## src/rtl/fifo_drain_arbiter.sv

```systemverilog
`default_nettype none
// ============================================================================
//  Module      : fifo_drain_arbiter
//  Description : Round-robin drain of four output FIFOs (4..7) into a single
//                registered, backpressured downstream word stream.
//  Revision    : 1.0 - initial release
// ============================================================================
module fifo_drain_arbiter #(
    parameter int data_width = 10,
    parameter int cnt_width  = 8
) (
    input  logic                  clk,
    input  logic                  reset,
    input  logic [3:0]            empty_fifos,
    input  logic [data_width-1:0] FIFO_data_out4,
    input  logic [data_width-1:0] FIFO_data_out5,
    input  logic [data_width-1:0] FIFO_data_out6,
    input  logic [data_width-1:0] FIFO_data_out7,
    output logic                  pop4,
    output logic                  pop5,
    output logic                  pop6,
    output logic                  pop7,
    input  logic                  ready_in,
    output logic [data_width-1:0] data_out,
    output logic                  valid_out,
    output logic [1:0]            dest_out,
    output logic [cnt_width-1:0]  cnt4,
    output logic [cnt_width-1:0]  cnt5,
    output logic [cnt_width-1:0]  cnt6,
    output logic [cnt_width-1:0]  cnt7,
    output logic                  busy
);

    typedef enum logic [1:0] {
        ST_IDLE = 2'd0,
        ST_POP  = 2'd1,
        ST_CAPT = 2'd2,
        ST_HOLD = 2'd3
    } state_t;

    state_t                r_state;
    state_t                w_state_nxt;
    logic [1:0]            r_sel;
    logic [1:0]            r_last;
    logic [1:0]            w_rr_sel;
    logic                  w_any_avail;
    logic [data_width-1:0] w_fifo_data;
    logic [data_width-1:0] r_data;
    logic                  r_valid;
    logic [1:0]            r_dest;
    logic [cnt_width-1:0]  r_cnt [4];

    assign w_any_avail = ~&empty_fifos;

    // Scan from farthest to nearest so the first non-empty index after r_last wins.
    always_comb begin
        logic [1:0] v_idx;
        w_rr_sel = r_last;
        for (int i = 4; i >= 1; i--) begin
            v_idx = r_last + 2'(i);
            if (!empty_fifos[v_idx]) begin
                w_rr_sel = v_idx;
            end
        end
    end

    always_comb begin
        w_fifo_data = FIFO_data_out4;
        case (r_sel)
            2'd0:    w_fifo_data = FIFO_data_out4;
            2'd1:    w_fifo_data = FIFO_data_out5;
            2'd2:    w_fifo_data = FIFO_data_out6;
            default: w_fifo_data = FIFO_data_out7;
        endcase
    end

    always_comb begin
        w_state_nxt = r_state;
        case (r_state)
            ST_IDLE: if (w_any_avail) w_state_nxt = ST_POP;
            ST_POP:  w_state_nxt = ST_CAPT;
            ST_CAPT: w_state_nxt = ST_HOLD;
            ST_HOLD: if (ready_in) w_state_nxt = ST_IDLE;
            default: w_state_nxt = ST_IDLE;
        endcase
    end

    always_ff @(posedge clk or negedge reset) begin
        if (!reset) begin
            r_state <= ST_IDLE;
            r_sel   <= 2'd0;
            r_last  <= 2'd3;
            r_data  <= '0;
            r_valid <= 1'b0;
            r_dest  <= 2'd0;
            for (int i = 0; i < 4; i++) begin
                r_cnt[i] <= '0;
            end
        end else begin
            r_state <= w_state_nxt;
            case (r_state)
                ST_IDLE: begin
                    if (w_any_avail) r_sel <= w_rr_sel;
                end
                ST_CAPT: begin
                    r_data  <= w_fifo_data;
                    r_dest  <= r_sel;
                    r_valid <= 1'b1;
                end
                ST_HOLD: begin
                    if (ready_in) begin
                        r_valid      <= 1'b0;
                        r_last       <= r_sel;
                        r_cnt[r_sel] <= r_cnt[r_sel] + cnt_width'(1);
                    end
                end
                default: ;
            endcase
        end
    end

    // Read strobes are decoded from the registered state so they drop with reset.
    assign pop4 = (r_state == ST_POP) && (r_sel == 2'd0);
    assign pop5 = (r_state == ST_POP) && (r_sel == 2'd1);
    assign pop6 = (r_state == ST_POP) && (r_sel == 2'd2);
    assign pop7 = (r_state == ST_POP) && (r_sel == 2'd3);

    assign data_out  = r_data;
    assign valid_out = r_valid;
    assign dest_out  = r_dest;
    assign cnt4      = r_cnt[0];
    assign cnt5      = r_cnt[1];
    assign cnt6      = r_cnt[2];
    assign cnt7      = r_cnt[3];
    assign busy      = (r_state != ST_IDLE);

endmodule
`default_nettype wire
```

## config.mk

```make
export PLATFORM = sky130hd
export DESIGN_NAME = fifo_drain_arbiter
export DESIGN_NICKNAME = d
export VERILOG_FILES = /design/src/rtl/fifo_drain_arbiter.sv
export SDC_FILE = /design/constraint.sdc
export NUM_CORES = 1
export LEC_CHECK = 0
export BUFFER_PORTS_ARGS = -buffer_cell sky130_fd_sc_hd__buf_2
export CAP_MARGIN = 15
export CORE_ASPECT_RATIO = 0.5
export CORE_MARGIN = 8
export CORE_UTILIZATION = 44
export DETAILED_ROUTE_END_ITERATION = 6
export PLACE_DENSITY = 0.8
export REMOVE_ABC_BUFFERS = 1
export SLEW_MARGIN = 20
export SYNTH_ARGS = -nofsm -noshare
export SYNTH_HDL_FRONTEND = slang
export SYNTH_SLANG_ARGS = --single-unit
```

## constraint.sdc

```tcl
create_clock -name clk -period 5.05 [get_ports clk]
set_clock_uncertainty 0.05 [all_clocks]
set_input_delay 0.2525 -clock clk [delete_from_list [all_inputs] [get_ports clk]]
set_output_delay 0.2525 -clock clk [all_outputs]
set_load 0.01 [all_outputs]
```

Yosys cells after proc, flatten, opt, wreduce, memory -nomap -nowiden
Index checks and enable logic that the tools add are counted.
{ "totals": {"register_bits": 51, "latchBits": 0, "ramBits": 0, "romBits": 0, "in_bits": 47, "wordCells": 64, "n_memories": 0} }
{ "classes": {"add_sub_neg": 4, "multipliers": 0, "n_div": 0, "n_lt_le_gt_ge": 5, "n_eq_ne": 8, "shift": 0, "muxes": 21, "bitwise": 2, "n_reduce_logical": 14} }
{ "op_table": {"columns": ["operator", "n"], "rows": [
  ["bitwise mux 32 bit", 1],
  ["one-hot mux 10 bit (3 select lines)", 1],
  ["two-way mux 8 bit", 3],
  ["binary-select mux 8 bit (select 2 bit)", 1],
  ["demux 8 bit (select 2 bit)", 1],
  ["two-way mux 2 bit", 5],
  ["< comparator 2 x 3 -> 1 bit (second input constant)", 3],
  ["adder 8 x 1 -> 8 bit (second input constant)", 1],
  ["equality test 2 bit (second input constant)", 4],
  ["one-hot mux 2 bit (4 select lines)", 1],
  ["AND reduction 2 bit", 4],
  ["binary-select mux 1 bit (select 2 bit)", 3],
  ["logical AND 1 bit", 5],
  ["adder 2 bit (second input constant)", 2],
  ["equality test 2 x 1 -> 1 bit (second input constant)", 2],
  ["logical NOT 2 bit", 2],
  ["two-way mux 1 bit", 4],
  ["!= test 2 bit (second input constant)", 2],
  ["AND reduction 4 bit", 1],
  ["nonzero test 2 bit", 2],
  [">= comparator 3 bit (second input constant)", 1],
  ["< comparator 3 x 1 -> 1 bit (second input constant)", 1],
  ["NOT 2 -> 3 bit", 1],
  ["adder 2 x 1 -> 2 bit (second input constant)", 1],
  ["2 further kinds", 2]
]} }

Depth between registers and ports, before layout
Gate-level depths: netlist of run 1.
{ "logic_depth": {"depth_word": 6, "mapped_depth": 8} }

Worst setup path before layout of run 1
Ideal clock, no wire load.
{ "synth_path": {"kind": "register to register", "from": "reg r_sel[0]", "to": "reg r_cnt (netlist bit cnt4[6])", "setup_time_ns": 0.131, "arrival_time_ns": 2.069, "t_required_ns": 4.869, "setup_slack_ns": 2.800, "path_stages_with_launch": 9, "n_path_buf": 3, "cell_sequence": "dfrtp_1 buf_6 mux4_2 buf_2 ha_1 clkbuf_1 nand2_1 nor3_1 or3_1"} }
{ "synth_between": {"elab_chain_len": 6, "word_cells_on_any_way": 11, "cone_classes": "add/sub: 1; order compare: 2; mux: 6; bitwise: 1; reduce/logical: 1"} }
{ "synth_rtl": {"columns": ["item", "line", "rtl"], "rows": [
  ["start, declared", "43", "logic [1:0] r_sel;"],
  ["start signal, assigned", "103", "if (w_any_avail) r_sel <= w_rr_sel;"],
  ["NOT 2 -> 3 bit (implied by the code) *", "114", "r_cnt[r_sel] <= r_cnt[r_sel] + cnt_width'(1);"],
  ["binary-select mux 8 bit (select 2 bit), or another cell as far along", "114", null],
  ["two-way mux 8 bit (implied by the code) / logical AND 1 bit (equally long branches)", "114", null],
  ["two-way mux 8 bit (implied by the code)", "114", null],
  ["adder 8 x 1 -> 8 bit / demux 8 bit (select 2 bit) (equally long branches)", "114", null],
  ["bitwise mux 32 bit *", "114", null],
  ["end signal, assigned by index", "114", null],
  ["end, declared", "51", "logic [cnt_width-1:0] r_cnt [4];"]
]} }
Every way passes the cells marked *; elsewhere a longest branch is shown, timed or not. The select of a mux whose other input is x is not followed.
A chain may end at the register's enable or synchronous reset.

Worst setup path after layout of run 1
{ "layout_path": {"from": "reg r_sel[0]", "to": "reg r_cnt (netlist bit cnt6[4])"} }
Same word-level chain as after synthesis.

==> results of run 1 <==
-- registers in the layout, indices dropped and copies added (netlist names), 8 cells and up --
signal	count
cnt7	8
data_out	10
cnt6	8
cnt5	8
cnt4	8
-- kinds of logic (layout without fill, tap and decap cells) --
logic type / after synthesis / after routing / share of synthesized area
flip-flops: 51 / 51 / 0.440
buffers and inverters: 28 / 114 / 0.0486
AO/OA/AOI/OAI: 31 / 31 / 0.0611
multiplexers: 37 / 37 / 0.215
XOR/XNOR: 7 / 7 / 0.0211
AND/OR/NAND/NOR: 101 / 101 / 0.193
adder cells (fa/ha/maj): 5 / 5 / 0.0215
-- through the flow --
step                      total power, uW  cells  utilization  cell area (sq um)  worst slack (ps)
after global placement               1760    430        0.523               3420              2380
after detailed placement             1780    430        0.523               3420              2310
after CTS                            2120    438        0.544               3560              2300
after floorplan                      1410    238            -               2790              2200
final                                2090    438        0.544               3560              2330
after global routing                 2250    438        0.544               3560              2080
-- worst max-delay path: stages (launching register included) --
cell and delay, ps:
sky130_fd_sc_hd__dfrtp_1 880, sky130_fd_sc_hd__mux4_2 740, sky130_fd_sc_hd__ha_1 370, sky130_fd_sc_hd__nand3_1 150, sky130_fd_sc_hd__xor2_1 260, sky130_fd_sc_hd__o21ai_0 130
-- placed cells by master, fill, tap and decap left out, types with 5 or more instances in the layout --
| cell | Yosys | routed |
|---|---|---|
| sky130_fd_sc_hd__a21oi_1 | 6 | 6 |
| sky130_fd_sc_hd__buf_2 | 5 | 96 |
| sky130_fd_sc_hd__clkbuf_16 | 0 | 5 |
| sky130_fd_sc_hd__dfrtp_1 | 49 | 49 |
| sky130_fd_sc_hd__ha_1 | 5 | 5 |
| sky130_fd_sc_hd__inv_1 | 6 | 6 |
| sky130_fd_sc_hd__mux2_2 | 16 | 16 |
| sky130_fd_sc_hd__mux4_2 | 15 | 15 |
| sky130_fd_sc_hd__nand2_1 | 41 | 41 |
| sky130_fd_sc_hd__nand3_1 | 14 | 14 |
| sky130_fd_sc_hd__nor2_1 | 11 | 11 |
| sky130_fd_sc_hd__o21ai_0 | 15 | 15 |
| sky130_fd_sc_hd__or3_1 | 5 | 5 |
| sky130_fd_sc_hd__xor2_1 | 6 | 6 |
-- layer usage --
metal,track usage,wire [um],share of wire
met5,0,0,0
met4,0.0416,55,0.0077
met1,0.187,2810,0.39
met2,0.253,3570,0.50
met3,0.0384,687,0.097
-- report_power, final --
part	switching (uW)	internal (uW)
sequential	163	581
combinational	542	481
clock	143	183
total	848	1240
-- area by class of cell --
cell class,count,area (sq um),share of cell area
timing repair buffer,100,510,0.143
inverter,6,22.5,0.00632
clock buffer,6,129,0.0362
sequential,51,1280,0.359
multi-input combinational,181,1490,0.419
tap,92,115,0.0323
clock inverter,2,12.5,0.00351
-- worst max path at each step --
| stage | start | end | slack [ps] | cells after the start |
|---|---|---|---|---|
| after floorplan | r_sel[0] | cnt4[5] | 2200 | 4 |
| after global placement | r_sel[0] | cnt7[4] | 2380 | 5 |
| after detailed placement | r_sel[0] | cnt6[4] | 2310 | 5 |
| after CTS | r_sel[0] | cnt6[4] | 2300 | 5 |
| after global routing | r_sel[0] | cnt5[4] | 2080 | 5 |
| final | r_sel[0] | cnt6[4] | 2330 | 5 |
==> metrics list, run 1 <==
* Result of the run: complete, no violations
* Cell count after synthesis: 260
* Largest voltage drop on the vdd net: 213 uV
* I/O pins: 97
- At the end of routability-driven placement, the weighted congestion stood at 0.889.
- Summing over every cut layer, the via total after detailed routing is 2350.
* Async set or reset register ratio after synthesis: 1.00
- Worst Path Max Fanout: 19
- Top-area cell type share of the netlist area: 0.422
- Clock root cell: sky130_fd_sc_hd__clkbuf_16
- Pwr per Cell Area: 587 nW/um^2
- In this run the horizontal extent of the chip is 131 um.
- Register clock-pin slew on the reported worst setup and hold paths: 70 ps
- The tightest hold path in the finished design has a slack of 21.2 ps.
- The via count of the first global-routing pass came to roughly 2300.
- Largest area contributor in the netlist: sky130_fd_sc_hd__dfrtp_1
* Final min period: 2720 ps
- Compared with the post-synthesis result, the final layout area differs by 22.5%.
* Total routing resource utilization after global routing: 0.150
* Yosys synthesis warning count: 0
- Startpoint types: flip-flop
* Count of final max-slew check failures: 0
- Measured in cells, the most critical reg-to-reg path has a length of 5.
- Global-route wire length before repair: 11.4 mm
* Number of H-tree levels: 2
* Diode count: 0
- Register bit count reported by yosys: 51
- Total number of clock tree sinks: about 50
- For the worst setup path, the data arrival time is roughly 2800 ps.
- Total core area: 6540 sq um
- Total detailed-routing wirelength: 7.12 mm
- The number of antenna violations at the first check in global routing was 0.
- Of the cells placed in the final design, the portion with a size suffix greater than 1 is 0.436.
- Synth top area cells: sky130_fd_sc_hd__dfrtp_1, sky130_fd_sc_hd__mux4_2, sky130_fd_sc_hd__mux2_2
- Detailed placement ended at an HPWL of between 5 and 6 mm.
* Final number of hold-violating endpoints: 0
- TritonCTS clock tree: built
* Setup slack of the worst register-to-register path: 2330 ps
- For this run, the detailed router's first-pass iteration total came to 4.
* DRC errors left: 0
* Period Utilization, post-route: 0.539
- The floorplan step defined a die boundary enclosing 9620 sq um.
* # nets final: 397
- 1st-iter DRT viols: around 150
- Measured against its own limit, the worst slew margin works out to 0.447.
- In the routed layout, each cell is associated on average with a via count of around 5.4.
- Prevailing post-synth register cell: sky130_fd_sc_hd__dfrtp_1
- Synth cell count leaders: sky130_fd_sc_hd__dfrtp_1, sky130_fd_sc_hd__nand2_1, sky130_fd_sc_hd__mux2_2, sky130_fd_sc_hd__mux4_2, sky130_fd_sc_hd__o21ai_0
- Entering global routing, the biggest net connects 52 pins.
* Post-cts sizing count: 0
- Maximum buffer depth of the clock tree: 2
- Static timing analysis puts the maximum clock frequency at 368 MHz.
* Worst setup EP type: flip-flop
- Maximum capacitance violations: 0
- Counting distinct cell types in the post-synthesis netlist gives 44.
* Count of buffers added by post-CTS timing repair for setup: 0
- Clock latency on the worst-skew pair: 290 ps
* Most numerous cell in the Yosys netlist: sky130_fd_sc_hd__dfrtp_1
- Summed over all cells, the static leakage comes to between 0.0015 and 0.002 uW.
- Count of port buffers added during placement: between 90 and 100
- FF-to-FF End: cnt6[4]
- Final setup vio count: 0
* Mean cell area of the mapped netlist: 11.2 sq um
- Number of hold buffers added after CTS: 0
- In this run the critical register-to-register path is launched from r_sel[0].
- The detail route stage leaves a number of antenna-violating nets equal to 0.
* Number of buffers created by CTS: 5
- The critical path is of the reg2reg type.
* Total number of placement rows: 21
- Vertical extent of the die: 73.5 um
- In this run the cell area of the synthesized design comes to 2910 sq um.
- The total overflow left after global routing is 0.
* Worst Path Required: 5150 ps
- In this run the worst hold path is classified as in2async.
- After detailed routing, the average wire length per cell comes to 16.3 um.
* Slew @ Worst Pin: 829 ps
* EDFF count, synth: 0
* Total negative setup slack: 0 ps
- For this configuration, the core starts out at a cell density of 0.444.
- Fill cells in the final layout number 569.
- For this run, the register share of the synthesized area comes to 0.440.
- Setup repair after global routing left no endpoint under its margin.
No activity file was read; power rests on OpenSTA's default activity.
==> inputs of run 2 (changes only) <==
Settings changed: ABC_AREA set to 1.
Clock period 5.05 ns to 2.6 ns, I/O delays scaled along.
==> run 2 against run 1 <==
  * Sequential power rose by 75%
  * Die area rose by 1.3%
  * Critical endpoint is now pop6
  * Combinational power rose by 94%
  * Setup slack got worse by 1700 ps
  * Via count rose by 22%
  * Clock power rose by 100%
  * Global-route usage rose by 1.3 points
  * Total power rose by 88%
  * Hold slack improved by 49 ps
  * Sequential share of layout area fell by 1.0 points
  * Critical path depth rose by 1
  * Critical path type is now reg2out
  * Highest routed layer unchanged
==> metrics list, run 2 <==
- Critical Setup Path Class: reg2out
- Total negative setup slack: 0 ps (unchanged)
* Total number of clock tree sinks: 51 (unchanged)
- Worst Path Required: 2420 ps (-2730 ps)
- Diode count: 0 (unchanged)
* Number of H-tree levels: 2 (unchanged)
- The fraction of final layout cells sized beyond drive strength 1 came to 0.302 (-0.135).
* Headroom to the max-slew limit: 0.568 (+0.121)
- The wire length of the first global-routing pass came to 13.3 mm (+17%).
* Yosys synthesis warning count: 0 (unchanged)
- Starting Density: 0.448 (+0.00348)
- The number of synthesized register bits came to 51 (unchanged).
- Mean cell area of the mapped netlist: 7.46 sq um (-33%)
- The total of endpoints with negative setup slack in the final report was 0 (unchanged).
- Setup repair after global routing left no endpoint under its margin.
- Netlist area before placement: 2950 sq um (+1.6%)
- The met3 capacity usage during global routing is 0.0404 (+0.00205).
- Final min period: about 2000 ps
- The signal on the critical path passes through inv_2, nor2_1, buf_4, inv_1, nor2_1, buf_2.
* Top-area cell type share of the netlist area: 0.415 (-0.00661)
- Based on the critical path, the design can be clocked at up to 507 MHz.
- Met1 routing resource usage after global routing: 0.188 (+0.00104)
- Final antenna-violating net count: 0 (unchanged)
- Vertical extent of the die: 73.9 um (+0.62%)
- Largest voltage drop on the vdd net: 428 uV (+100%)
* Fin Hold WS: 70.7 ps (+49.5 ps)
* Post-detailed-placement half-perimeter wirelength: 6.06 mm (+14%)
- Count of port buffers added during placement: 96 (unchanged)
* # nets final: 545 (+37%)
- The number of standard cells in the final layout excluding fillers came to 586 (+34%).
* Tightest Hold Check Type: in2reg
* GRT met2 Usage: 0.304 (+0.0509)
- Worst setup EP type: output pin
- The distinct cell type count after synthesis came to 26 (-41%).
- Largest area contributor in the netlist: sky130_fd_sc_hd__dfrtp_1
- Leading cell types in the layout, fill and taps excluded: sky130_fd_sc_hd__nand2_1, sky130_fd_sc_hd__buf_2, sky130_fd_sc_hd__dfrtp_1
* Vias in the first global route: 2899 (+25%)
- On the critical path, the stage with the largest delay is an instance of sky130_fd_sc_hd__dfrtp_1.
* Die span in x: 132 um (+0.69%)
- Pwr per Cell Area: 1070 nW/um^2 (+83%)
- The number of flip-flops in the largest register was 10 (unchanged).
- EDFF count, synth: 0 (unchanged)
- Critical Path AT: 1790 ps (-1040 ps)
- The global-route usage over all layers was 0.163 (+0.0127).
- Counting instances in the post-synthesis netlist gives the leading cell types as sky130_fd_sc_hd__nand2_1, sky130_fd_sc_hd__dfrtp_1, sky130_fd_sc_hd__nand3_1, sky130_fd_sc_hd__inv_1, sky130_fd_sc_hd__o21ai_0.
* Maximum capacitance violations: 0 (unchanged)
- The cell family contributing the most delay on the critical path is flip-flops.
- The layer flagged by global routing as most heavily used is met2.
* Number of buffers created by CTS: 5 (unchanged)
* Clock root cell: sky130_fd_sc_hd__clkbuf_16
* DRC errors left: 0 (unchanged)
- Delay of the slowest cell on the worst path: 630 ps (-250 ps)
* Cell count after synthesis: 396 (+52%)
- Placed cells: 576 (+34%)
- Total number of placement rows: 21 (unchanged)
- Leaving out fill and tap cells, the most frequent cell in the layout is sky130_fd_sc_hd__nand2_1.
- The overall via count from detail_route is 2869 (+22%).
- The top-level port count was 97 (unchanged).
- Most numerous cell in the Yosys netlist: sky130_fd_sc_hd__nand2_1
- Total detailed-routing wirelength: 7.98 mm (+12%)
* Avg WL per Cell: 13.6 um (-16%)
* Largest net degree at the start of global routing: 28 (-46%)
* Global route overflow: 0 (unchanged)
- The register cell area after layout is 1280 sq um (unchanged).
- Post-cts sizing count: 0 (unchanged)
- Prevailing post-synth register cell: sky130_fd_sc_hd__dfrtp_1
* Count of final max-slew check failures: 0 (unchanged)
* Placer Congestion: 0.876 (-1.4%)
- The number of antenna violations at the first check in global routing was 0 (unchanged).
* Slew @ Worst Pin: 647 ps (-182 ps)
* 1st-iter DRT viols: 251 (+72%)
- The static leakage power was 0.00204 uW (+17%).
- Clock latency on the worst-skew pair: 290 ps (about the same)
- Worst path buffer plus inverter count: 4 (+4)
- Maximum buffer depth of the clock tree: 2 (unchanged)
- Relative to the synthesized area, the layout overhead comes to 24.2%.
* Die Area: 9750 sq um (+1.3%)
- Of the available clock period, the critical path in the final layout requires 0.759.
- TritonCTS built the clock tree.
* Total core area: 6600 sq um (+0.80%)
* Drt first pass iters: 4 (unchanged)
- The number of hold violations in the final report came to 0 (unchanged).
- Async set or reset register ratio after synthesis: 1.00 (unchanged)
- The post-CTS clock slew at the launch and capture registers of the worst setup and hold paths came to 70 ps (about the same).
- Final-layout fill cell count: 615 (+8.1%)
- The proportion of synthesized chip area in sequential cells came to 0.433 (-0.00689).
- Worst Path Max Fanout: 12 (-7)
- The via-per-instance ratio came to 4.90 (-8.7%).
* Startpoint types: flip-flop
* Cell repeated most along the worst path: sky130_fd_sc_hd__nor2_1
- Area taken by multi-input logic gates: 1470 sq um (-1.4%)
- Result of the run: complete, no violations
- Synth top area cells: sky130_fd_sc_hd__dfrtp_1, sky130_fd_sc_hd__nand2_1, sky130_fd_sc_hd__nand3_1
-- run 2: logic make-up after synthesis --
family / Yosys count / synth area share
simple gates: 242 / 0.363
compound gates: 53 / 0.111
flops: 51 / 0.433
buf+inv: 44 / 0.0686
fa+ha+maj: 5 / 0.0212
xor+xnor: 1 / 0.00297
-- run 2: through the flow --
step | util | power [uW] | area [sq um] | setup WS (ps)
floorplan | - | 2600 | 2870 | 688
global placement | 0.531 | 3240 | 3500 | 761
detailed placement | 0.531 | 3290 | 3500 | 704
CTS | 0.556 | 3960 | 3670 | 621
global route | 0.556 | 4280 | 3670 | 470
finish | 0.556 | 3930 | 3670 | 626
-- run 2: final timing paths --
check / to / from / slack [ps] / cells past startpoint
setup / recovery: pop6 / r_sel[1] / 630 / 6
hold / removal: data_out[7] / FIFO_data_out5[7] / 70 / 3
setup reg to reg: cnt6[7] / r_sel[1] / 700 / 8
hold reg to reg: data_out[0] / data_out[0] / 440 / 2
max in group asynchronous: r_last[1] / reset / 1840 / 3
min in group asynchronous: cnt7[1] / reset / 330 / 3
-- run 2: cell type report --
| type | instances | share of cell area |
|---|---|---|
| Clock inverter | 3 | 0.00614 |
| Inverter | 31 | 0.0317 |
| Multi-Input combinational cell | 301 | 0.401 |
| Clock buffer | 5 | 0.0341 |
| Timing Repair Buffer | 103 | 0.147 |
| Sequential cell | 51 | 0.349 |
| Tap cell | 92 | 0.0314 |
-- run 2: metal layers --
layer  share of wire  wire length (um)  vias to the layer above
met5               0                 0                        -
met4          0.0083                66                        0
met3           0.052               414                        6
met2            0.51              4110                       65
met1            0.43              3390                     1335
li1                -                 -                     1463
-- run 2: report_power, final --
group / total, uW / switching (uW) / internal, uW
clock: 660 / 300 / 361
sequential: 1300 / 218 / 1080
combinational: 1980 / 1280 / 691
total: 3930 / 1800 / 2130
-- run 2: timing repair --
item | 4_1_cts | 5_1_grt
setup endpoints to repair | 0 | 0
hold buffers | 2 | 0
buffers inserted | 0 | 0
hold endpoints to repair | 50 | 0
-- run 2: worst reg2reg max path: cells and delay by family (launching register included) --
| kind | cells | cell delay [ps] |
|---|---|---|
| DFF | 1 | 630 |
| buffers and inverters | 4 | 620 |
| and+or+nand+nor | 4 | 500 |
